===== src/rtl/data_cache_controller.sv =====
// Direct-mapped, write-back, write-allocate data cache.
// CPU side: 32-bit word accesses with byte strobes. Memory side: 128-bit
// block transfers using a READ/WRITE/BUSYWAIT handshake.
module data_cache_controller #(
  parameter int INDEX_BITS = 3
) (
  input  logic         CLK,
  input  logic         RESET,
  input  logic         C_READ,
  input  logic         C_WRITE,
  input  logic [31:0]  C_ADDRESS,
  input  logic [31:0]  C_WRITEDATA,
  input  logic [3:0]   C_WSTRB,
  output logic [31:0]  C_READDATA,
  output logic         C_BUSYWAIT,
  output logic         M_READ,
  output logic         M_WRITE,
  output logic [27:0]  M_ADDRESS,
  output logic [127:0] M_WRITEDATA,
  input  logic [127:0] M_READDATA,
  input  logic         M_BUSYWAIT
);
  localparam int LINES = 1 << INDEX_BITS;
  localparam int TAG_W = 28 - INDEX_BITS;

  typedef enum logic [1:0] {IDLE, WRITEBACK, FETCH, UPDATE} state_t;

  state_t             state_q, state_d;
  logic [LINES-1:0]   valid_q, valid_d;
  logic [LINES-1:0]   dirty_q, dirty_d;
  logic               m_read_q, m_read_d;
  logic               m_write_q, m_write_d;
  logic [27:0]        m_address_q, m_address_d;
  logic [127:0]       m_writedata_q, m_writedata_d;
  logic [27:0]        miss_addr_q, miss_addr_d;

  // Tag and data storage are not reset: only valid/dirty define line state.
  logic [TAG_W-1:0]   tag_mem  [LINES];
  logic [127:0]       data_mem [LINES];

  logic                  req;
  logic [INDEX_BITS-1:0] idx;
  logic [TAG_W-1:0]      tag;
  logic [1:0]            word_sel;
  logic                  hit;
  logic [127:0]          cur_line;
  logic [127:0]          merged_line;
  logic [INDEX_BITS-1:0] miss_idx;
  logic [TAG_W-1:0]      miss_tag;

  logic                  line_we;
  logic                  tag_we;
  logic [INDEX_BITS-1:0] line_widx;
  logic [127:0]          line_wdata;

  // Simultaneous read and write is illegal and is treated as idle.
  assign req      = C_READ ^ C_WRITE;
  assign idx      = C_ADDRESS[3+INDEX_BITS:4];
  assign tag      = C_ADDRESS[31:4+INDEX_BITS];
  assign word_sel = C_ADDRESS[3:2];
  assign cur_line = data_mem[idx];
  assign hit      = valid_q[idx] && (tag_mem[idx] == tag);
  assign miss_idx = miss_addr_q[INDEX_BITS-1:0];
  assign miss_tag = miss_addr_q[27:INDEX_BITS];

  assign C_READDATA  = cur_line[32*word_sel +: 32];
  assign C_BUSYWAIT  = !RESET && req && ((state_q != IDLE) || !hit);
  assign M_READ      = m_read_q;
  assign M_WRITE     = m_write_q;
  assign M_ADDRESS   = m_address_q;
  assign M_WRITEDATA = m_writedata_q;

  // Byte-merge of store data into the addressed word of the indexed line.
  for (genvar gi = 0; gi < 16; gi++) begin : g_byte
    assign merged_line[8*gi +: 8] =
      ((word_sel == 2'(gi / 4)) && C_WSTRB[gi % 4]) ? C_WRITEDATA[8*(gi % 4) +: 8]
                                                    : cur_line[8*gi +: 8];
  end

  // Next-state, memory request and line-update decisions.
  always_comb begin
    state_d       = state_q;
    valid_d       = valid_q;
    dirty_d       = dirty_q;
    m_read_d      = m_read_q;
    m_write_d     = m_write_q;
    m_address_d   = m_address_q;
    m_writedata_d = m_writedata_q;
    miss_addr_d   = miss_addr_q;
    line_we       = 1'b0;
    tag_we        = 1'b0;
    line_widx     = idx;
    line_wdata    = merged_line;
    case (state_q)
      IDLE: begin
        if (req) begin
          if (hit) begin
            if (C_WRITE) begin
              line_we      = 1'b1;
              dirty_d[idx] = 1'b1;
            end
          end else begin
            miss_addr_d = C_ADDRESS[31:4];
            if (valid_q[idx] && dirty_q[idx]) begin
              state_d       = WRITEBACK;
              m_write_d     = 1'b1;
              m_address_d   = {tag_mem[idx], idx};
              m_writedata_d = cur_line;
            end else begin
              state_d     = FETCH;
              m_read_d    = 1'b1;
              m_address_d = C_ADDRESS[31:4];
            end
          end
        end
      end
      WRITEBACK: begin
        // Fetch always uses the address captured at miss detection.
        if (!M_BUSYWAIT) begin
          state_d     = FETCH;
          m_write_d   = 1'b0;
          m_read_d    = 1'b1;
          m_address_d = miss_addr_q;
        end
      end
      FETCH: begin
        if (!M_BUSYWAIT) begin
          state_d  = UPDATE;
          m_read_d = 1'b0;
        end
      end
      UPDATE: begin
        line_we           = 1'b1;
        tag_we            = 1'b1;
        line_widx         = miss_idx;
        line_wdata        = M_READDATA;
        valid_d[miss_idx] = 1'b1;
        dirty_d[miss_idx] = 1'b0;
        state_d           = IDLE;
      end
      default: state_d = IDLE;
    endcase
  end

  // Control state; reset abandons any in-flight transfer.
  always_ff @(posedge CLK or posedge RESET) begin
    if (RESET) begin
      state_q       <= IDLE;
      valid_q       <= '0;
      dirty_q       <= '0;
      m_read_q      <= 1'b0;
      m_write_q     <= 1'b0;
      m_address_q   <= '0;
      m_writedata_q <= '0;
      miss_addr_q   <= '0;
    end else begin
      state_q       <= state_d;
      valid_q       <= valid_d;
      dirty_q       <= dirty_d;
      m_read_q      <= m_read_d;
      m_write_q     <= m_write_d;
      m_address_q   <= m_address_d;
      m_writedata_q <= m_writedata_d;
      miss_addr_q   <= miss_addr_d;
    end
  end

  // Line data and tag storage writes (store hits and refills).
  always_ff @(posedge CLK) begin
    if (line_we) data_mem[line_widx] <= line_wdata;
    if (tag_we)  tag_mem[line_widx]  <= miss_tag;
  end
endmodule


===== config.mk =====
export PLATFORM = sky130hd
export DESIGN_NAME = data_cache_controller
export DESIGN_NICKNAME = d
export VERILOG_FILES = /design/src/rtl/data_cache_controller.sv
export SDC_FILE = /design/constraint.sdc
export NUM_CORES = 2
export LEC_CHECK = 0
export ABC_AREA = 1
export CAP_MARGIN = 20
export CELL_PAD_IN_SITES_DETAIL_PLACEMENT = 1
export CELL_PAD_IN_SITES_GLOBAL_PLACEMENT = 2
export CORE_MARGIN = 1.5
export CORE_UTILIZATION = 44
export CTS_CLUSTER_SIZE = 25
export DETAILED_ROUTE_END_ITERATION = 10
export PLACE_DENSITY = 0.94
export SLEW_MARGIN = 20
export SYNTH_ARGS = -nofsm -noshare
export SYNTH_HDL_FRONTEND = slang
export SYNTH_SLANG_ARGS = --single-unit
export TNS_END_PERCENT = 1

===== constraint.sdc =====
create_clock -name CLK -period 11.3 [get_ports CLK]
set_input_delay 1.13 -clock CLK [delete_from_list [all_inputs] [get_ports CLK]]
set_output_delay 1.13 -clock CLK [all_outputs]
set_load 0.05 [all_outputs]

## After elaboration in Yosys (flattened, before gate mapping)

Memory sizes are Yosys's and may differ from the RTL's.
Cells that the tools add are included.

| word-level totals | value |
|---|---|
| register bits | 204 |
| bits in writable memories | 1224 |
| bits of input ports | 201 |
| output and inout port bits | 191 |
| memories | 2 |

Memory list:

| name | words | width | read ports | clocked after memory_dff | write ports | RTL line | source |
|---|---|---|---|---|---|---|---|
| data_mem | 8 | 128 | 1 | 0 | 1 | 39 | `logic [127:0] data_mem [LINES];` |
| tag_mem | 8 | 25 | 1 | 0 | 1 | 38 | `logic [TAG_W-1:0] tag_mem [LINES];` |

| operators by class | value |
|---|---|
| order comparisons | 4 |
| equality and inequality tests | 15 |
| shift operators | 1 |
| muxes and demuxes | 60 |
| bitwise operators | 6 |
| reduce and logical (&&, ||, !) cells | 38 |

Operators by type and width:

| kind | count |
|---|---|
| 8-bit two-way mux | 19 |
| 128-bit two-way mux | 1 |
| 128-bit by 8-bit variable part select with 32-bit output | 1 |
| 28-bit two-way mux | 4 |
| 28-bit case mux with 2 select lines | 1 |
| 25-bit equality test | 1 |
| 1-bit logical AND | 22 |
| 1-bit two-way mux | 20 |
| 2-bit != test, second input constant | 8 |
| 8-bit OR | 2 |
| 8-bit case mux with 2 select lines | 1 |
| 4-bit AND reduction | 4 |
| 2-bit two-way mux | 5 |
| 8-bit AND | 1 |
| 2-bit equality test, second input constant | 4 |
| 3-bit by 4-bit < comparator with 1-bit output, second input constant | 2 |
| 8-bit inverter | 1 |
| 2-bit case mux with 4 select lines | 1 |
| 1-bit binary-select mux with 3-bit select | 2 |
| 1-bit demux with 3-bit select | 2 |
| 3-bit by 1-bit >= comparator with 1-bit output, second input constant | 2 |
| 6-bit AND reduction | 1 |
| 2-bit nonzero test | 3 |
| 5-bit AND reduction | 1 |
| other kinds (11) | 15 |

## Logic depth before layout (Yosys ltp)

| depth | value |
|---|---|
| depth in word-level cells | 9 |
| gate-level depth with buffers | 22 |
| mapped depth without buffers | 18 |

## Worst setup path after synthesis

No wires, ideal clock.

| timing path | value |
|---|---|
| path type | in2reg |
| from | in C_ADDRESS[4] |
| to | mem data_mem[0][0] (enable) |
| setup time | 0.617 ns |
| data arrival time | 8.164 ns |
| setup slack | 2.519 ns |
| cell stages on the path | 16 |
| cells stage by stage | buf_2 -> buf_4 -> buf_2 -> nor2_1 -> nand3b_1 -> nand2_1 -> o21ai_0 -> and2_1 -> nand2_1 -> nor2_1 -> nand2_1 -> nor2_1 -> nand4_2 -> nand2_1 -> nand2_1 -> nor2_1 |

| between the ends | value |
|---|---|
| cells in the longest elaborated chain, start to end | 8 |
| elaborated cells on any way between the ends | 11 |
| those cells by class | eq/ne (1); mux (8); reduce/logical (1); memory (1) |

Ends and longest elaborated chain:

| what | RTL line | source |
|---|---|---|
| from (decl) | 11 | `input logic [31:0] C_ADDRESS,` |
| memory 8 x 25 bit / 1-bit binary-select mux with 3-bit select (equally long branches) | n/a |  |
| 25-bit equality test / 1-bit two-way mux (equally long branches) | 62 | `assign hit = valid_q[idx] && (tag_mem[idx] == tag);` |
| 1-bit logical AND | 62 |  |
| 1-bit two-way mux | 97 | `if (hit) begin` |
| 1-bit two-way mux | 96 | `if (req) begin` |
| 1-bit case mux with 2 select lines | 94 | `case (state_q)` |
| 1-bit two-way mux | 170 | `if (line_we) data_mem[line_widx] <= line_wdata;` |
| 1-bit two-way mux (not written as such) | 170 |  |
| to (decl) | 39 |  |

Parallel ways exist; a longest one is shown, timed or not. The select of a mux whose other input is x is not followed.

## Worst setup path in the final report

| timing path | value |
|---|---|
| from | in C_ADDRESS[6] |
| to | out C_READDATA[26] |

| between the ends | value |
|---|---|
| cells in the longest elaborated chain, start to end | 2 |

Ends and longest elaborated chain:

| what | RTL line | source |
|---|---|---|
| memory 8 x 128 bit | n/a |  |
| 128-bit by 8-bit variable part select with 32-bit output | 66 | `assign C_READDATA = cur_line[32*word_sel +: 32];` |
| to (decl) | 14 | `output logic [31:0] C_READDATA,` |

No other way between the ends.

==> metrics <==
root buf cell clkbuf_16; type of the most critical hold path flop to flop; Post-CTS Resized 0; Slowest cell on crit path inv_4; Cell Area, Synth 57,800 sq um; WHS Endpoint valid_q[4]; Post-Synth Simple-Gate Area 0.157; vias in the first global route 44,840; maxcap violations 0; most common cell after layout, fill and taps aside nand2_1; vias per cell 6.17; # rows 132; ANT nets after route 0; Max Slew Vio Count 0; initial DRC count 5,451; clock skew 0.0643 ns; die height 366 um; Hold-fix buffers, CTS 0; I/O pin count 392; GRT Util Overall 0.325; Clk network pwr share 0.299; drc violations 0; clock slew at reported path FFs 0.06 ns; Crit Reg-Reg Startpoint tag_mem[0][20]; hpwl dp 133,000 um; Avg WL per Cell 31.0 um; setup_tns 0 ns; worst vdd ir 169 uV; initial antenna violation count 20; fillers 13,262; # Post-CTS Setup Buffers 0; commonest cells after routing, fill and taps aside nand2_1 (1,492), edfxtp_1 (1,224), clkdlybuf4s50_1 (388), inv_1 (261), nor2_1 (255); status finished, final reports clean; FMAX 123 MHz; post-synthesis area per instance 11.9 sq um; Combinational Power Share 0.256; Post-Synth XOR/XNOR Area 0.000151; Mapped Cells 4,848; Synth Flop Type edfxtp_1; Initial Utilization 0.445; Num CTS Buffers 147; final wirelength 219,000 um; htree depth 4; Tmin final 8.10 ns; Post-Synth Adder-Cell Area 0.000865; crit end category primary output; Final setup viols 0; total global routing overflow 0; Power Internal 10,700 uW; Min Hold Slack 0.455 ns; core area 130,000 sq um; crit start category primary input; Syn Nets 5,053; Pre-antenna DRT Iters 6; Critical R2R Capture data_mem[4][11]; Synth cell types 38; Slew @ Worst Pin 1.23 ns; asr flop ratio synth 0.143; cell repeated most along the worst path nand2_1; Final Cycle Share 0.717; Sequential Area 41,900 sq um; synthesis-to-layout area growth 18.5%; sw frac 0.349; first-pass GRT wire length 311,000 um; Worst-Skew Late Latency 0.80 ns; worst rel slew slack 0.180; GP Congestion 0.862; Lkg Pwr 0.0252 uW; final net count 5,396; multiplexer share of the synthesized area 0; Seq/Total Area, Yosys 0.724; flops & latches, synth 1,428; clock sink total 1,428; worst path cell trace clkdlybuf4s50_1 -> nor2_4 -> buf_4 -> nand2_1 -> inv_4 -> buf_4 -> nand2_1 -> o21ai_0 -> a221oi_1 -> nand3_1 -> nand2_1 -> nand4_1 -> clkdlybuf4s50_1; Die ar. 134,000 sq um; Hold Startpoint valid_q[4]; complex-gate fraction of the synthesized area 0.0798; proportion of layout cells with a drive suffix above 1 0.0634; Worst Path Max Fanout 62; YS warnings 0; P_sw 5710 uW; Arr. time, crit path 6.97 ns; kind of critical path primary input to primary output; CP max stage delay 1.06 ns; sequential share of power 0.445; RSZ-0062 raised after global routing false; FF-to-FF setup slack 6.25 ns; Worst Slack Setup Final 3.20 ns; largest net degree at the start of global routing 131; Post-synth EDFFs 1,224; hold depth 2; largest family of logic cells by synthesized area simple AND/OR/NAND/NOR gates; PortBufs 389; Clock Tree Buf Depth 3; area used by multi-input combinational logic 14,000 sq um; routed via count 43,584; worst reg-to-reg path cell count 14; WP data required 10.17 ns; Die Wd 366 um; CTS tree yes; dpl ws 3.51 ns; Power Dens Cells 239 nW/um^2; final hold violation count 0
[critical path: cells and delay by family]
family	cells	cell delay (ns)
buffers and inverters	5	3.74
AND/OR/NAND/NOR	6	1.78
AO/OA/AOI/OAI	2	0.23
[cells in the mapped netlist (11+ instances only)]
master    instances  area, sq um
o21ai_0         137          686
inv_1           266          998
o211ai_1         23          173
dfrtp_1         204         5100
buf_2            66          330
edfxtp_1       1224        36800
buf_1            31          116
buf_6            11          124
a221oi_1        117         1020
nand3_1         249         1250
nand2_1        1493         5600
or2_2            15         93.8
a22oi_1         136         1020
a22o_1           60          526
a21oi_1          83          415
a31oi_1          97          607
o21ai_1          15         75.1
buf_4            18          135
nand4_1         149          932
nor2_1          276         1040
clkbuf_1        128          480
[metrics by stage]
stage / cells / cell area (sq um) / utilization / total power, uW
after floorplan: 4848 / 57800 / - / 9730
after global placement: 6778 / 63600 / 0.489 / 11300
after detailed placement: 6781 / 63600 / 0.490 / 11500
after CTS: 7054 / 68400 / 0.527 / 16300
after global routing: 7058 / 68500 / 0.527 / 16800
final: 7063 / 68500 / 0.527 / 16400
[final cells by class]
type                       count  area share
clock inverter                68      0.0105
antenna                        6    0.000219
inverter                     274      0.0155
timing repair buffer         448      0.0678
tap                         1742      0.0318
sequential                  1428       0.611
clock buffer                 205      0.0597
multi-input combinational   2892       0.204
[per-layer routing]
metal | part of all wire | global-route usage | wire length, um
met3 | 0.11 | 0.0802 | 24900
met1 | 0.36 | 0.406 | 78000
met5 | 0.00087 | 0 | 191
met2 | 0.47 | 0.517 | 102000
met4 | 0.062 | 0.186 | 13500
[how the worst max path moves through the flow]
stage / endpoint / from / slack, ns
6_report: C_READDATA[26] / C_ADDRESS[6] / 3.20
5_1_grt: C_READDATA[26] / C_ADDRESS[6] / 3.18
4_1_cts: C_READDATA[26] / C_ADDRESS[6] / 3.49
3_5_place_dp: C_READDATA[19] / C_ADDRESS[6] / 3.51
3_3_place_gp: data_mem[3][22] / C_ADDRESS[6] / 3.55
2_1_floorplan: data_mem[0][0] / C_ADDRESS[4] / 2.52
[cell families after synthesis]
family                   count (synthesis)
XOR/XNOR                                 1
AO/OA/AOI/OAI                          679
buffers and inverters                  528
adder cells (fa/ha/maj)                  4
flip-flops                            1428
AND/OR/NAND/NOR                       2208
[state kept, by name, indices dropped and copies added, names as in the netlist]
name and count:
M_READ 1, miss_addr_q 28, M_ADDRESS 28, dirty_q 8
valid_q 8, data_mem 1024, state_q 2, tag_mem 200
M_WRITEDATA 128, M_WRITE 1
[power by group through the flow]
stage	clock network, uW	registers, uW	logic [uW]
2_1_floorplan	0	8170	1550
3_3_place_gp	0	7320	3960
3_5_place_dp	0	7360	4120
4_1_cts	4920	7270	4160
5_1_grt	5090	7340	4420
6_report	4900	7280	4200
(Power assumes the default switching activity.)
